===== config.mk =====
export PLATFORM = sky130hd
export DESIGN_NAME = l1_maint_sequencer
export DESIGN_NICKNAME = d
export VERILOG_FILES = /design/src/rtl/l1_maint_sequencer.sv
export SDC_FILE = /design/constraint.sdc
export NUM_CORES = 1
export LEC_CHECK = 0
export BUFFER_PORTS_ARGS = -buffer_cell sky130_fd_sc_hd__buf_2
export CAP_MARGIN = 20
export CORE_AREA = 5 5 42 44
export CTS_CLUSTER_SIZE = 8
export DETAILED_ROUTE_END_ITERATION = 10
export DIE_AREA = 0 0 47 49
export PLACE_DENSITY_LB_ADDON = 0.3
export SKIP_CTS_REPAIR_TIMING = 1
export SLEW_MARGIN = 15
export SYNTH_ARGS = -nofsm -noshare
export SYNTH_HDL_FRONTEND = slang
export SYNTH_SLANG_ARGS = --single-unit

===== constraint.sdc =====
create_clock -name clk -period 2.34 [get_ports clk]
set_clock_uncertainty 0.1 [all_clocks]
set_input_delay 0.468 -clock clk [delete_from_list [all_inputs] [get_ports clk]]
set_output_delay 0.468 -clock clk [all_outputs]
set_load 0.1 [all_outputs]

===== src/rtl/l1_maint_sequencer.sv =====
// +--------------------------------------------------------------------------+
// | Module : l1_maint_sequencer                                              |
// | Broadcasts flush/clear maintenance to NUM_CACHES L1 caches and returns   |
// | one completion pulse. Optional macro L1_MAINT_TIMEOUT_EN adds a phase    |
// | timeout that aborts to DONE with op_err set.                             |
// | Revision : 1.0                                                           |
// +--------------------------------------------------------------------------+
`default_nettype none

module l1_maint_sequencer #(
  parameter int NUM_CACHES  = 2,
  parameter int SERIAL      = 0,
  parameter int TIMEOUT_CYC = 1024
) (
  input  logic                  clk,
  input  logic                  nRST,
  input  logic                  req_valid,
  input  logic [1:0]            req_op,
  output logic                  req_ready,
  output logic                  op_done,
  output logic                  op_err,
  output logic                  busy,
  output logic [NUM_CACHES-1:0] flush,
  output logic [NUM_CACHES-1:0] clear,
  input  logic [NUM_CACHES-1:0] flush_done,
  input  logic [NUM_CACHES-1:0] clear_done
);

  localparam logic [2:0] c_ST_IDLE  = 3'd0;
  localparam logic [2:0] c_ST_FLUSH = 3'd1;
  localparam logic [2:0] c_ST_GAP   = 3'd2;
  localparam logic [2:0] c_ST_CLEAR = 3'd3;
  localparam logic [2:0] c_ST_DONE  = 3'd4;

  localparam logic [NUM_CACHES-1:0] c_ENTRY =
    (SERIAL != 0) ? NUM_CACHES'(1) : {NUM_CACHES{1'b1}};

  if (NUM_CACHES < 1 || NUM_CACHES > 8 || TIMEOUT_CYC < 1) begin : g_bad_param
    $error("l1_maint_sequencer: illegal NUM_CACHES or TIMEOUT_CYC");
  end

  logic [2:0]            r_state;
  logic                  r_do_clear;
  logic [NUM_CACHES-1:0] r_req;
  logic [NUM_CACHES-1:0] r_got;

  logic                  w_in_phase;
  logic [NUM_CACHES-1:0] w_done_in;
  logic [NUM_CACHES-1:0] w_hit;
  logic [NUM_CACHES-1:0] w_got_nxt;
  logic [NUM_CACHES-1:0] w_req_adv;
  logic                  w_phase_end;
  logic                  w_abort;

  assign w_in_phase  = (r_state == c_ST_FLUSH) || (r_state == c_ST_CLEAR);
  assign w_done_in   = (r_state == c_ST_FLUSH) ? flush_done :
                       (r_state == c_ST_CLEAR) ? clear_done : '0;
  // Dones only count while the matching request is high, so stale levels are ignored.
  assign w_hit       = w_done_in & r_req;
  assign w_got_nxt   = r_got | w_hit;
  assign w_phase_end = w_in_phase && (&w_got_nxt);

  if (SERIAL != 0) begin : g_serial
    // Hand the single active request on to the next cache in the same edge it drops.
    assign w_req_adv = (r_req & ~w_hit) | (w_hit << 1);
  end else begin : g_parallel
    assign w_req_adv = r_req & ~w_hit;
  end

`ifdef L1_MAINT_TIMEOUT_EN
  localparam int c_TW = $clog2(TIMEOUT_CYC + 1);

  logic [c_TW-1:0] r_cnt;
  logic            r_err;
  logic            w_step;

  assign w_step  = (SERIAL != 0) && (|w_hit);
  assign w_abort = w_in_phase && !w_phase_end && (r_cnt == c_TW'(TIMEOUT_CYC - 1));

  always_ff @(posedge clk or negedge nRST) begin
    if (!nRST) begin
      r_cnt <= '0;
      r_err <= 1'b0;
    end else begin
      if (!w_in_phase || w_step) r_cnt <= '0;
      else                       r_cnt <= r_cnt + c_TW'(1);
      if (r_state == c_ST_IDLE && req_valid) r_err <= 1'b0;
      else if (w_abort)                      r_err <= 1'b1;
    end
  end

  assign op_err = (r_state == c_ST_DONE) && r_err;
`else
  assign w_abort = 1'b0;
  assign op_err  = 1'b0;
`endif

  always_ff @(posedge clk or negedge nRST) begin
    if (!nRST) begin
      r_state    <= c_ST_IDLE;
      r_do_clear <= 1'b0;
      r_req      <= '0;
      r_got      <= '0;
    end else begin
      case (r_state)
        c_ST_IDLE: begin
          if (req_valid) begin
            r_do_clear <= req_op[1];
            if (req_op[0]) begin
              r_state <= c_ST_FLUSH;
              r_req   <= c_ENTRY;
            end else if (req_op[1]) begin
              r_state <= c_ST_CLEAR;
              r_req   <= c_ENTRY;
            end else begin
              r_state <= c_ST_DONE;
            end
          end
        end
        c_ST_FLUSH, c_ST_CLEAR: begin
          if (w_phase_end) begin
            r_req   <= '0;
            r_got   <= '0;
            r_state <= (r_state == c_ST_FLUSH && r_do_clear) ? c_ST_GAP : c_ST_DONE;
          end else if (w_abort) begin
            r_req   <= '0;
            r_got   <= '0;
            r_state <= c_ST_DONE;
          end else begin
            r_req <= w_req_adv;
            r_got <= w_got_nxt;
          end
        end
        c_ST_GAP: begin
          r_state <= c_ST_CLEAR;
          r_req   <= c_ENTRY;
        end
        c_ST_DONE: r_state <= c_ST_IDLE;
        default:   r_state <= c_ST_IDLE;
      endcase
    end
  end

  assign flush     = (r_state == c_ST_FLUSH) ? r_req : '0;
  assign clear     = (r_state == c_ST_CLEAR) ? r_req : '0;
  assign req_ready = (r_state == c_ST_IDLE);
  assign busy      = (r_state != c_ST_IDLE);
  assign op_done   = (r_state == c_ST_DONE);

endmodule

`default_nettype wire


==> Word level (Yosys, flattened, before mapping) <==
Index checks and enable logic that the tools add are counted.
{ "classes": {"n_lt_le_gt_ge": 0, "mul": 0, "div": 0, "addsub": 0, "mux": 16, "bitwise": 4, "reduce_logical": 11, "shifts": 0, "eq_ne": 7} }
{ "op_table": {"columns": ["operator", "count"], "rows": [
  ["2-to-1 mux 2 bit", 9],
  ["2-to-1 mux 3 bit", 5],
  ["one-hot mux 3 bit (3 select lines)", 1],
  ["equality test 3 x 2 -> 1 bit, second input constant", 2],
  ["one-hot mux 2 bit (3 select lines)", 1],
  ["AND reduction 2 bit", 3],
  ["nonzero test 3 bit", 2],
  ["AND 2 bit", 2],
  ["inequality test 2 bit, second input constant", 2],
  ["equality test 3 x 1 -> 1 bit, second input constant", 1],
  ["equality test 3 bit, second input constant", 1],
  ["zero test 3 bit", 1],
  ["inequality test 3 bit, second input constant", 1],
  ["AND reduction 3 bit", 1],
  ["logical AND 1 bit", 2],
  ["inverter 2 bit", 1],
  ["OR 2 bit", 1],
  ["OR reduction 2 bit", 1],
  ["logical OR 1 bit", 1]
]} }
{ "word_totals": {"word_cells": 42, "input_bits": 9, "output_inout_bits": 8, "ff_bits": 8, "latch_bits": 0, "romBits": 0, "mem_count": 0, "ram_bits": 0} }

==> Longest topological paths before layout <==
{ "depth": {"ltp_word": 9, "mapped_depth": 5, "depth_no_buf": 4} }

==> Worst setup path after synthesis <==
OpenSTA, ideal clock, no wires.
{ "synth_path": {"path_type": "register -> output", "start": "register r_state[0]", "end": "output port op_done", "t_arrival_ns": 2.708, "n_path_buf": 1, "required_time_ns": 1.772, "setup_slack_ns": -0.936, "stages_incl_launch_ff": 3, "path_cell_list": "dfrtp_1 -> clkbuf_2 -> nor3b_1"} }
{ "synth_between": {"elab_chain_cells": 1} }
{ "synth_lines": {"columns": ["element", "line_no", "text"], "rows": [
  ["start: declaration", "42", "logic [2:0] r_state;"],
  ["start signal: assignment", "100", "r_state <= c_ST_IDLE;"],
  ["start signal: assignment", "110", "r_state <= c_ST_FLUSH;"],
  ["start signal: assignment", "113", "r_state <= c_ST_CLEAR;"],
  ["equality test 3 bit", "148", "assign op_done = (r_state == c_ST_DONE);"],
  ["end: declaration", "20", "output logic op_done,"]
]} }
No other way between the ends.

==> Final worst setup path <==
{ "layout_path": {"start": "register r_state[0]", "end": "output port flush[0]"} }
{ "layout_between": {"elab_chain_cells": 2} }
{ "layout_lines": {"columns": ["element", "line_no", "text"], "rows": [
  ["equality test 3 x 1 -> 1 bit", "144", "assign flush = (r_state == c_ST_FLUSH) ? r_req : '0;"],
  ["2-to-1 mux 2 bit", "144", null],
  ["end: declaration", "23", "output logic [NUM_CACHES-1:0] flush,"]
]} }
No other way between the ends.

==> reports/results.txt <==
status: finished clean
Synth cell types: 27
post-DR wirelength/cell: 12.7 µm
largest net degree at the start of global routing: 11
Synth Cell Area: 488 µm²
I/O Buffers: 15
# setup viols final: 0
Die W: 47 µm
RePlAce Congestion: 0.752
CP Launch Point: r_state[0]
final worst slack: 0.137 ns
r2r endpoint: r_state[1]
DRT Wirelength: 1.02 mm
CP startpoint kind: flop
Synth Net Count: 57
top fanout value on the critical path: 9
Syn. warnings: 0
fin crit share: 94.1%
worst r2r path cells: 4
Clk Latency, worst-skew pair: 0.26 ns
sequential cell area fraction in the yosys report: 41.0%
IO Pins: 17
TritonCTS clock tree: done
pre-CTS WS: 0.408 ns
fill count: 139
met1 Usage GRT: 14.6%
Rows: 14
number of global-route vias before repair: 376
Clock Path Buffers: 2
Setup crit end kind: primary output
Async S/R FF share, synth: 100%
Num CTS Buffers: 3
HP Class: in -> reg
Critical Path AT: 1.63 ns
Max-cap violations: 0
crit path kind: reg -> out
Die ar.: 2300 µm²
Final Net Count: 75
Hold Violations, Final: 0
Mapped Cells: 48
Layout area overhead: 26.9%
drt first pass iters: 4
ratio of cells with drive above 1 in the final layout: 42.2%
hold slack: 0.392 ns
register clock-pin slew on the reported worst setup and hold paths: 0.05 ns
routing usage on met2: 12.7%
Avg Cell Area, Syn: 10.2 µm²
Final TNS setup: 0 ns
Core ar.: 1400 µm²
Vias/cell: 5.04
met3 GRT Util: 5.17%
most used routing layer: met1
ys flop type: dfrtp_1
crit path to: flush[0]
Remaining DRCs: 0
fin util: 44.2%
initial antenna violation count: 0
clock sinks: 8
GRT Util Overall: 10.2%
Final Critical Period: 2.20 ns
H-tree depth: 1
RSZ-0062 raised after global routing: false
initial DRC count: 9
DP HPWL: 781 µm
WP data required: 1.77 ns
worst r2r src: r_state[1]
first-pass GRT wire length: 1.69 mm
Max Freq: 454 MHz
Starting Density: 34.8%
n_diodes: 0
via count: 403
post-route ant nets: 0
clk root buf: clkbuf_4
FF-to-FF setup slack: 0.62 ns
Max Transition Viols Final: 0
EDFF count, synth: 0
DIE HEIGHT: 49 µm
#FFs+latches synth: 8
global route total overflow: 0
sequential cells by signal, indices dropped and copies added, names as in the netlist:
signal and flops:
r_do_clear 1, r_got 2, r_req 2, r_state 3
worst max-delay path, stage by stage, from the launching register on:
cell     delay, ns
dfrtp_1       0.49
and2b_1       0.29
and3_1        0.19
buf_2         0.42
cell usage in the layout (no fill, tap or decap):
cell,synthesis,routed
dfrtp_1,8,8
inv_1,3,2
and3_1,2,2
a311oi_1,1,1
nand2_1,2,2
mux2_2,1,1
a21oi_1,5,5
or2_2,1,1
buf_12,0,1
or3_2,0,1
clkinvlp_4,0,1
mux2_4,2,2
a21o_1,1,1
a21boi_0,1,1
clkbuf_4,0,4
buf_2,0,13
nor2_1,2,2
nand2b_1,2,2
nor3b_2,0,1
conb_1,1,1
nor3b_1,3,2
o2111ai_2,1,1
dlygate4sd3_1,0,1
a211oi_1,1,1
a31o_4,1,1
a31oi_1,1,1
and2b_1,1,1
o22a_1,2,2
o21ai_0,1,1
or4_1,1,1
logic make-up after synthesis:
logic type	Yosys count	synth area share (%)
multiplexers	3	8.46
AO/OA/AOI/OAI	15	24.1
buffers and inverters	6	7.18
other	1	0.768
AND/OR/NAND/NOR	15	18.5
flip-flops	8	41.0
worst min path at each step:
stage / start / end / slack (ns) / cells past startpoint
global placement: nRST / r_do_clear / 0.23 / 1
CTS: nRST / r_req[1] / -0.05 / 1
global route: req_op[1] / r_do_clear / 0.40 / 2
detailed placement: nRST / r_req[1] / 0.23 / 1
floorplan: nRST / r_do_clear / 0.07 / 0
finish: req_op[1] / r_do_clear / 0.39 / 2
final cells by class:
| class | instances | area, µm² | area share (%) |
|---|---|---|---|
| multi-input combinational | 34 | 259 | 41.8 |
| sequential | 8 | 200 | 32.3 |
| timing repair buffer | 16 | 103 | 16.6 |
| clock buffer | 3 | 22.5 | 3.64 |
| tap | 16 | 20.0 | 3.23 |
| inverter | 3 | 15.0 | 2.42 |
Yosys cell counts (2+ instances only):
master / n / area, µm²
nor3b_1: 3 / 22.5
dfrtp_1: 8 / 200
mux2_4: 2 / 30.0
nand2b_1: 2 / 12.5
nor2_1: 2 / 7.51
nand2_1: 2 / 7.51
and3_1: 2 / 12.5
inv_1: 3 / 11.3
o22a_1: 2 / 17.5
a21oi_1: 5 / 25.0
metal layers:
metal,wire [µm],up-vias
li1,-,205
met1,483,178
met2,425,18
met4,10,0
met5,0,-
met3,99,2
stage by stage:
| stage | cell area, µm² | std cells |
|---|---|---|
| final | 619 | 80 |
| after global routing | 619 | 80 |
| after CTS | 607 | 79 |
| after detailed placement | 584 | 76 |
| after global placement | 584 | 76 |
| after floorplan | 498 | 48 |
Power is left out: the tool's default activity adds up to more than one toggle a clock period on the data nets, which glitch-free logic cannot reach.
